## src/rtl/tdm_selector41_pkg.sv

```systemverilog
// rtl/tdm_selector41_pkg.sv - shared slot codes and FSM encoding for the TDM selector/de-selector pair
//
// Purpose: constants common to the transmit selector and the receive de-selector.
// Contents:
//   SLOT_C0..SLOT_C3 : 2-bit select codes {S1,S0} for channel words C0..C3
//   tdmState_t       : selector FSM state encoding (IDLE, RUN)
package tdm_selector41_pkg;

    localparam logic [1:0] SLOT_C0 = 2'd0;
    localparam logic [1:0] SLOT_C1 = 2'd1;
    localparam logic [1:0] SLOT_C2 = 2'd2;
    localparam logic [1:0] SLOT_C3 = 2'd3;

    typedef enum logic {
        IDLE = 1'b0,
        RUN  = 1'b1
    } tdmState_t;

endpackage

```

## src/rtl/tdm_selector41_slot_counter.sv

```systemverilog
// rtl/tdm_selector41_slot_counter.sv - dwell counter plus 2-bit slot counter for the TDM selector
//
// Purpose: sequences four slots of SLOT_CYCLES clocks each.
// Ports:
//   clk, rst     : clock, asynchronous active-high reset
//   restart      : force slot 0 / dwell 0 on this edge (frame start)
//   advance      : count one cycle on this edge
//   slot         : slot the counter enters on the coming edge
//   first_cycle  : the coming edge enters slot 0, dwell 0
//   frame_end    : the current cycle is the last cycle of slot 3
// slot and first_cycle look one edge ahead so the parent can load its output
// registers with the values of the cycle being entered.
module tdm_slot_counter
    import tdm_selector41_pkg::*;
#(
    parameter int SLOT_CYCLES = 4
) (
    input  logic       clk,
    input  logic       rst,
    input  logic       restart,
    input  logic       advance,
    output logic [1:0] slot,
    output logic       first_cycle,
    output logic       frame_end
);

    localparam int DWELL_W = (SLOT_CYCLES > 1) ? $clog2(SLOT_CYCLES) : 1;
    localparam logic [DWELL_W-1:0] DWELL_LAST = DWELL_W'(SLOT_CYCLES - 1);

    logic [DWELL_W-1:0] dwell;
    logic [DWELL_W-1:0] dwellNext;
    logic [1:0]         slotCur;
    logic [1:0]         slotNext;

    always_ff @(posedge clk or posedge rst) begin
        if (rst) begin
            dwell   <= '0;
            slotCur <= SLOT_C0;
        end else begin
            dwell   <= dwellNext;
            slotCur <= slotNext;
        end
    end

    always_comb begin
        dwellNext = dwell;
        slotNext  = slotCur;
        if (restart) begin
            dwellNext = '0;
            slotNext  = SLOT_C0;
        end else if (advance) begin
            if (dwell == DWELL_LAST) begin
                dwellNext = '0;
                // Slot 3 wraps to slot 0, leaving the counter clean for idle.
                slotNext  = slotCur + 2'd1;
            end else begin
                dwellNext = dwell + 1'b1;
            end
        end
    end

    assign slot        = slotNext;
    assign first_cycle = (slotNext == SLOT_C0) && (dwellNext == '0);
    assign frame_end   = (slotCur == SLOT_C3) && (dwell == DWELL_LAST);

endmodule

```

## src/rtl/tdm_selector41.sv

```systemverilog
// rtl/tdm_selector41.sv - four-channel time-division multiplexer (transmit end of the 1-to-4 de-selector)
//
// Purpose: captures four channel words at each frame start and drives them one
// slot at a time on oZ with select code {oS1,oS0}.
// Ports:
//   iClk, iRst        : clock, asynchronous active-high reset
//   iEn               : run request, sampled only at frame boundaries
//   iC0..iC3          : channel words (DATA_W bits)
//   oZ                : word for the current slot
//   oS1, oS0          : slot select code
//   oFrame            : first cycle of slot 0
//   oValid            : a slot is being driven
module tdm_selector41
    import tdm_selector41_pkg::*;
#(
    parameter int DATA_W      = 1,
    parameter int SLOT_CYCLES = 4
) (
    input  logic              iClk,
    input  logic              iRst,
    input  logic              iEn,
    input  logic [DATA_W-1:0] iC0,
    input  logic [DATA_W-1:0] iC1,
    input  logic [DATA_W-1:0] iC2,
    input  logic [DATA_W-1:0] iC3,
    output logic [DATA_W-1:0] oZ,
    output logic              oS0,
    output logic              oS1,
    output logic              oFrame,
    output logic              oValid
);

    tdmState_t         state;
    tdmState_t         stateNext;
    logic              restart;
    logic              advance;
    logic [1:0]        slot;
    logic              firstCycle;
    logic              frameEnd;

    logic [DATA_W-1:0] hold     [4];
    logic [DATA_W-1:0] holdNext [4];

    logic [DATA_W-1:0] zNext;
    logic [1:0]        selNext;
    logic              frameNext;
    logic              validNext;

    tdm_slot_counter #(
        .SLOT_CYCLES(SLOT_CYCLES)
    ) u_slot_counter (
        .clk        (iClk),
        .rst        (iRst),
        .restart    (restart),
        .advance    (advance),
        .slot       (slot),
        .first_cycle(firstCycle),
        .frame_end  (frameEnd)
    );

    always_ff @(posedge iClk or posedge iRst) begin
        if (iRst) begin
            state <= IDLE;
        end else begin
            state <= stateNext;
        end
    end

    // iEn is only looked at when starting from idle or on the last cycle of a
    // frame; a restart at frame end gives contiguous frames with no gap cycle.
    always_comb begin
        stateNext = state;
        restart   = 1'b0;
        advance   = 1'b0;
        case (state)
            IDLE: begin
                if (iEn) begin
                    stateNext = RUN;
                    restart   = 1'b1;
                end
            end
            RUN: begin
                advance = 1'b1;
                if (frameEnd) begin
                    if (iEn) begin
                        restart = 1'b1;
                    end else begin
                        stateNext = IDLE;
                    end
                end
            end
            default: begin
                stateNext = IDLE;
            end
        endcase
    end

    // Channel words are captured only on a frame-start edge.
    always_comb begin
        for (int i = 0; i < 4; i++) begin
            holdNext[i] = hold[i];
        end
        if (restart) begin
            holdNext[0] = iC0;
            holdNext[1] = iC1;
            holdNext[2] = iC2;
            holdNext[3] = iC3;
        end
    end

    // Output registers are loaded with the slot being entered, so the word
    // captured on a frame-start edge appears in the very next cycle.
    always_comb begin
        validNext = (stateNext == RUN);
        zNext     = '0;
        selNext   = SLOT_C0;
        frameNext = 1'b0;
        if (validNext) begin
            zNext     = holdNext[slot];
            selNext   = slot;
            frameNext = firstCycle;
        end
    end

    always_ff @(posedge iClk or posedge iRst) begin
        if (iRst) begin
            for (int i = 0; i < 4; i++) begin
                hold[i] <= '0;
            end
            oZ     <= '0;
            oS0    <= 1'b0;
            oS1    <= 1'b0;
            oFrame <= 1'b0;
            oValid <= 1'b0;
        end else begin
            for (int i = 0; i < 4; i++) begin
                hold[i] <= holdNext[i];
            end
            oZ     <= zNext;
            oS0    <= selNext[0];
            oS1    <= selNext[1];
            oFrame <= frameNext;
            oValid <= validNext;
        end
    end

endmodule
```

## config.mk

```make
export PLATFORM = sky130hd
export DESIGN_NAME = tdm_selector41
export DESIGN_NICKNAME = d
export VERILOG_FILES = /design/src/rtl/tdm_selector41_pkg.sv /design/src/rtl/tdm_selector41_slot_counter.sv /design/src/rtl/tdm_selector41.sv
export SDC_FILE = /design/constraint.sdc
export NUM_CORES = 1
export LEC_CHECK = 0
export CORE_MARGIN = 4
export CORE_UTILIZATION = 43
export CTS_BUF_LIST = sky130_fd_sc_hd__clkbuf_8
export CTS_CLUSTER_SIZE = 10
export DETAILED_ROUTE_END_ITERATION = 8
export PLACE_DENSITY = 0.71
export SLEW_MARGIN = 20
export SYNTH_ARGS = -nofsm -noshare
export SYNTH_HDL_FRONTEND = slang
export SYNTH_SLANG_ARGS = --single-unit
```

## constraint.sdc

```tcl
create_clock -name iClk -period 2.3 [get_ports iClk]
set_clock_uncertainty 0.05 [all_clocks]
set_input_delay 0.46 -clock iClk [delete_from_list [all_inputs] [get_ports iClk]]
set_output_delay 0.46 -clock iClk [all_outputs]
set_load 0.01 [all_outputs]
```

== After elaboration in Yosys (flattened, before gate mapping) ==
Cells that the tools add are included.
Operators by class
  magnitude comparators: 1
  $add $sub $neg: 2
  equality and inequality tests: 2
  mux-type cells: 19
  reductions and logical operators: 4
  bitwise gates (word level): 2
Operator list (number)
  2-to-1 mux 2 bit: 7
  2-to-1 mux 1 bit: 8
  adder 2 x 1 -> 2 bit, second input constant: 2
  == test 2 bit, second input constant: 2
  zero test 2 bit: 2
  2-to-1 mux 4 bit: 1
  case mux 1 bit (2 select lines): 2
  greater-or-equal comparator 3 bit, second input constant: 1
  inverter 2 -> 3 bit: 1
  binary-select mux 1 bit (select 2 bit): 1
  logical AND 1 bit: 2
  inverter 1 bit: 1
Word-level totals
  word-level logic and storage cells: 41
  register bits: 13
  input port bits: 7

== Logic depth before layout (Yosys ltp) ==
  word-level depth: 10
  gate-level depth with buffers: 6
  gate-level depth less buffers: 6

== Hierarchy ==
From an unflattened synthesis, not the netlist that was laid out.
Second synthesis, totals
  cell total of the unflattened synthesis: 46
  area, all modules: 619.3 um^2
By module, submodules not included
  tdm_selector41: sequential area each 225.2 um^2, times used 1, area each 397.9 um^2, cells an instance 26
  tdm_slot_counter: sequential area each 100.1 um^2, times used 1, area each 221.5 um^2, cells an instance 20

== Least setup slack after synthesis ==
No wires, ideal clock.
  path type: reg2reg
  start point: register u_slot_counter.dwell[0]
  end point: register oZ
  stages on the path, launching flop included: 6
  required time: 2.116 ns
  data arrival time: 1.431 ns
  setup slack: 0.685 ns
  setup time: 0.134 ns
  buffers on the path: 0
  path through: dfrtp_1 ha_1 a21boi_2 mux2_2 o2111ai_1 o211ai_2
On the way
  cells in the longest elaborated chain, start to end: 10
  elaborated cells between the ends (all ways): 15
RTL lines
  from (decl): line tdm_selector41_slot_counter.sv:30  | logic [DWELL_W-1:0] dwell;
  from (signal assigned): line tdm_selector41_slot_counter.sv:40  | dwell <= dwellNext;
  == test 2 bit *: line tdm_selector41_slot_counter.sv:52, tdm_selector41_slot_counter.sv:64
  logical AND 1 bit: line tdm_selector41_slot_counter.sv:64  | assign frame_end = (slotCur == SLOT_C3) && (dwell == DWELL_LAST);
  2-to-1 mux 1 bit: line tdm_selector41.sv:84  | if (frameEnd) begin
  case mux 1 bit (2 select lines): line tdm_selector41.sv:75  | case (state)
  2-to-1 mux 2 bit: line tdm_selector41_slot_counter.sv:48  | if (restart) begin
  inverter 2 -> 3 bit (not written as such): line tdm_selector41.sv:119  | zNext = holdNext[slot];
  binary-select mux 1 bit (select 2 bit): line tdm_selector41.sv:119
  2-to-1 mux 1 bit (not written as such) (2 in series): line tdm_selector41.sv:119
  2-to-1 mux 1 bit *: line tdm_selector41.sv:118  | if (validNext) begin
  named net zNext: line tdm_selector41.sv:44  | logic [DATA_W-1:0] zNext;
  to (signal assigned): line tdm_selector41.sv:139  | oZ <= zNext;
  to (decl): line tdm_selector41.sv:26  | output logic [DATA_W-1:0] oZ,
Mark *: on every way through the listed nets, which the timed path passes. The rest lies on a longest branch. The select of a mux whose other input is x is not followed.

== Final worst setup path ==
  start point: register oValid
  end point: output oValid
RTL lines
  from (decl): line tdm_selector41.sv:30  | output logic oValid
  from (signal assigned): line tdm_selector41.sv:143  | oValid <= validNext;
No word-level cell between the ends.

==> impl_results.html <==
<table>
<tr><th>Metric</th><th>Value</th></tr>
<tr><th colspan="2">Clocking</th></tr>
<tr><td>Post-CTS setup buffer count</td><td>0</td></tr>
<tr><td>Hold Buf Count CTS</td><td>0</td></tr>
<tr><td>Maximum count of clock buffers along a single path</td><td>2</td></tr>
<tr><td>TritonCTS sink count</td><td>13</td></tr>
<tr><td>Worst-path clk slew</td><td>0.05 ns</td></tr>
<tr><td>Clock root cell</td><td>clkbuf_8</td></tr>
<tr><td>Post-cts sizing count</td><td>0</td></tr>
<tr><td>TritonCTS clock tree</td><td>built</td></tr>
<tr><td>Number of buffers inserted during clock tree synthesis</td><td>3</td></tr>
<tr><td>Total number of H-tree levels</td><td>1</td></tr>
<tr><td>Latest clock arrival within the worst-skew pair</td><td>0.24 ns</td></tr>
<tr><th colspan="2">STA</th></tr>
<tr><td>Minimum clock period</td><td>1.93 ns</td></tr>
<tr><td>Relative slew margins</td><td>65.9%</td></tr>
<tr><td>Final setup violation count</td><td>0</td></tr>
<tr><td>Setup WS post-layout</td><td>0.374 ns</td></tr>
<tr><td>Hold slack</td><td>0.442 ns</td></tr>
<tr><td>Pins Over Slew Limit</td><td>0</td></tr>
<tr><td>Hold Violations, Final</td><td>0</td></tr>
<tr><td>Setup TNS</td><td>0 ns</td></tr>
<tr><td>Setup repair after global routing missed its margin</td><td>false</td></tr>
<tr><td>Actual transition at the worst max-transition pin</td><td>0.511 ns</td></tr>
<tr><td>Fin crit share</td><td>between 80% and 90%</td></tr>
<tr><td>F_max</td><td>519 MHz</td></tr>
<tr><th colspan="2">Setup path</th></tr>
<tr><td>CP Class</td><td>reg -&gt; out</td></tr>
<tr><td>Critical path fanouts, max</td><td>12</td></tr>
<tr><td>Critical path's top delay family</td><td>buffers and inverters</td></tr>
<tr><td>Type of origin of the critical path</td><td>flip-flop</td></tr>
<tr><td>Maximum single-stage delay on the critical path</td><td>0.61 ns</td></tr>
<tr><td>Endpoint kind of the worst setup timing path</td><td>output port</td></tr>
<tr><td>Worst path cell trace</td><td>clkdlybuf4s50_1</td></tr>
<tr><td>Required time reported for the critical path endpoint</td><td>1.79 ns</td></tr>
<tr><td>Buf+Inv Stages, Crit Path</td><td>1</td></tr>
<tr><td>Crit-path slowest cell</td><td>clkdlybuf4s50_1</td></tr>
<tr><td>Endpoint arrival time on the critical path</td><td>approximately 1.4 ns</td></tr>
<tr><th colspan="2">Synth</th></tr>
<tr><td>Mapped Nets</td><td>69</td></tr>
<tr><td>Area of the mapped netlist</td><td>674 µm²</td></tr>
<tr><td>Sequential share of the synthesized area</td><td>48.2%</td></tr>
<tr><td>Mapped Cells</td><td>60</td></tr>
<tr><td>Synth warnings</td><td>0</td></tr>
<tr><td>Synth Register Bits</td><td>13</td></tr>
<tr><td>Average footprint of a synthesized cell</td><td>11.2 µm²</td></tr>
<tr><td>Count of cell types in the netlist</td><td>31</td></tr>
<tr><th colspan="2">Detailed routing</th></tr>
<tr><td>Number of detailed-route iterations in the first pass</td><td>4</td></tr>
<tr><td>Remaining routing DRC violations</td><td>0</td></tr>
<tr><td>Initial drt markers</td><td>7</td></tr>
<tr><td>Total via count after detailed routing</td><td>slightly above 500</td></tr>
<tr><td>DRT Wirelength</td><td>1.25 mm</td></tr>
<tr><td>Post-DR wirelength/cell</td><td>between 10 and 15 µm</td></tr>
<tr><td>Via density</td><td>roughly 5.7</td></tr>
<tr><td>Number of routed nets with antenna violations</td><td>0</td></tr>
<tr><th colspan="2">Placement</th></tr>
<tr><td>Dpl ws</td><td>0.245 ns</td></tr>
<tr><td>Count of port buffers added during placement</td><td>11</td></tr>
<tr><td>Post-DP HPWL</td><td>921 µm</td></tr>
<tr><td>RePlAce Congestion</td><td>0.793</td></tr>
<tr><th colspan="2">GRT</th></tr>
<tr><td>Initial antenna violation count</td><td>0</td></tr>
<tr><td>Global-route wire length before repair</td><td>roughly 2.0 mm</td></tr>
<tr><td>Pin count of the biggest net entering global routing</td><td>14</td></tr>
<tr><td>Remaining global-route overflow</td><td>0</td></tr>
<tr><td>Via count of the first global-routing pass</td><td>447</td></tr>
<tr><td>Overall track demand over capacity in global routing</td><td>13.4%</td></tr>
<tr><th colspan="2">Power</th></tr>
<tr><td>Worst-case vdd ir drop</td><td>722 µV</td></tr>
<tr><td>Fraction of power consumed by combinational cells</td><td>47.3%</td></tr>
<tr><td>Share of total power in the clock network</td><td>18.1%</td></tr>
<tr><td>Net Sw Power</td><td>407 µW</td></tr>
<tr><td>Standby leakage power</td><td>approximately 0.37 nW</td></tr>
<tr><td>Pwr dens</td><td>1350 mW/mm²</td></tr>
<tr><td>Sequential group share of total power</td><td>34.6%</td></tr>
<tr><td>Cell-internal power</td><td>726 µW</td></tr>
<tr><td>Switching fraction of total power</td><td>35.9%</td></tr>
<tr><th colspan="2">Floorplanning</th></tr>
<tr><td>Starting Density</td><td>45.3%</td></tr>
<tr><td>Core Footprint</td><td>between 0.001 and 0.0015 mm²</td></tr>
<tr><td>Total Die Area</td><td>0.00227 mm²</td></tr>
<tr><td>Chip height</td><td>between 40 and 50 µm</td></tr>
<tr><td>Site Rows</td><td>14</td></tr>
<tr><td>Boundary Pins</td><td>12</td></tr>
<tr><td>Die W</td><td>47.6 µm</td></tr>
<tr><th colspan="2">Outcome</th></tr>
<tr><td>Run status</td><td>completed</td></tr>
<tr><th colspan="2">Layout</th></tr>
<tr><td>Fillers</td><td>121</td></tr>
<tr><td>Fraction of layout cells with a size suffix above 1</td><td>14.9%</td></tr>
<tr><td>Layout-stage area growth over the synthesis result</td><td>24.5%</td></tr>
<tr><td>Net count of the finished layout</td><td>84</td></tr>
<tr><td>Diodes inserted</td><td>0</td></tr>
<tr><th colspan="2">Run</th></tr>
<tr><td>Maximum Capacitance Violations</td><td>0</td></tr>
<tr><th colspan="2">Hold path</th></tr>
<tr><td>Type of the tightest min-delay check</td><td>reg -&gt; reg</td></tr>
</table>
## flip-flops by register name (all words and copies together), names as in the netlist
signal,flops
oS1,1
u_slot_counter.slotCur,2
oS0,1
hold,4
oFrame,1
u_slot_counter.dwell,2
oZ,1
oValid,1
## routing by layer
layer	wire length (µm)	vias to the layer above	track usage, %
met5	0	-	0
met4	26	0	7.53
met3	93	4	7.52
met2	570	17	18.4
met1	556	242	16.5
li1	-	247	-
## worst reg2reg max path, delay by kind of cell (launching register included)
family                     cells  cell delay (ns)
AOI/OAI and AO/OA              3             0.52
DFF                            1             0.39
adders and majority gates      1             0.30
muxes                          1             0.38
## stage by stage
stage	cells	power [mW]	area, µm²	utilization [%]
2_1_floorplan	60	0.783	674	-
3_3_place_gp	86	0.933	793	53.3
3_5_place_dp	86	0.936	793	53.3
4_1_cts	90	1.15	840	56.4
5_1_grt	90	1.22	840	56.4
6_report	90	1.13	840	56.4
## layout make-up
cell class | count | area, µm² | area share [%]
multi-input combinational | 40 | 312 | 37.1
inverter | 5 | 18.8 | 2.24
clock buffer | 3 | 41.3 | 4.92
sequential | 13 | 325 | 38.7
tap | 16 | 20.0 | 2.38
timing repair buffer | 12 | 118 | 14.0
clock inverter | 1 | 5.00 | 0.596
## logic make-up after synthesis
group / Yosys count / share of synthesized area, %
compound gates: 12 / 15.4
buf+inv: 7 / 5.57
mux: 3 / 4.82
simple gates: 23 / 22.3
flops: 13 / 48.2
fa+ha+maj: 2 / 3.71
## worst paths after layout
kind / start / to / slack [ns] / depth (start not counted)
setup / recovery: oValid$_DFF_PP0_ / oValid / 0.37 / 1
hold / removal: hold[0]$_DFF_PP0_ / hold[0]$_DFF_PP0_ / 0.44 / 1
setup reg to reg: u_slot_counter.dwell[0]$_DFF_PP0_ / oZ$_DFF_PP0_ / 0.52 / 5
hold reg to reg: hold[0]$_DFF_PP0_ / hold[0]$_DFF_PP0_ / 0.44 / 1
max in group asynchronous: iRst / hold[2]$_DFF_PP0_ / 1.36 / 2
min in group asynchronous: iRst / u_slot_counter.dwell[1]$_DFF_PP0_ / 0.49 / 2
## cells in the final DEF (no fill, tap or decap)
cell,n
dfrtp_1,13
clkdlybuf4s50_1,11
nand2_1,7
inv_1,5
o32ai_1,3
clkbuf_8,3
or2_1,2
nor2_1,2
nand4b_1,2
o2111ai_1,2
ha_1,2
a211oi_1,1
nor2b_2,1
and3b_1,1
and3_4,1
a21boi_2,1
nand2b_1,1
mux2_1,1
nor2b_1,1
nor3b_1,1
o21a_1,1
a22o_1,1
or3b_1,1
nand3b_1,1
and4_1,1
o21ai_0,1
o21bai_1,1
nor4_2,1
mux2i_1,1
mux2_2,1
o211ai_2,1
clkinv_2,1
buf_4,1
## synthesized netlist by cell type
master | number | area share, %
and3b_1 | 1 | 1.3
buf_4 | 1 | 1.1
buf_6 | 1 | 1.7
o21bai_1 | 1 | 1.1
nand4b_1 | 2 | 2.6
dfrtp_1 | 13 | 48
and4_1 | 1 | 1.3
mux2_1 | 1 | 1.7
o32ai_1 | 3 | 3.9
nor3b_1 | 1 | 1.1
nand2b_1 | 1 | 0.93
nor2b_2 | 1 | 1.3
o21ai_0 | 1 | 0.74
nand3b_1 | 1 | 1.1
or3b_1 | 1 | 1.3
o211ai_2 | 1 | 1.9
nand2_1 | 7 | 3.9
mux2_2 | 1 | 1.7
mux2i_1 | 1 | 1.5
nor2b_1 | 1 | 0.93
a22o_1 | 1 | 1.3
a21boi_2 | 1 | 1.7
or2_1 | 2 | 1.9
o21a_1 | 1 | 1.1
a211oi_1 | 1 | 1.1
ha_1 | 2 | 3.7
nor2_1 | 2 | 1.1
nor4_2 | 1 | 1.9
o2111ai_1 | 2 | 2.6
and3_4 | 1 | 1.7
inv_1 | 5 | 2.8
## power by group through the flow
stage / Combinational, mW / Clock (mW) / Sequential [mW]
2_1_floorplan: 0.387 / 0 / 0.396
4_1_cts: 0.545 / 0.213 / 0.392
3_5_place_dp: 0.540 / 0 / 0.396
3_3_place_gp: 0.535 / 0 / 0.398
5_1_grt: 0.596 / 0.224 / 0.405
6_report: 0.536 / 0.205 / 0.392
No activity file was read; power rests on OpenSTA's default activity.
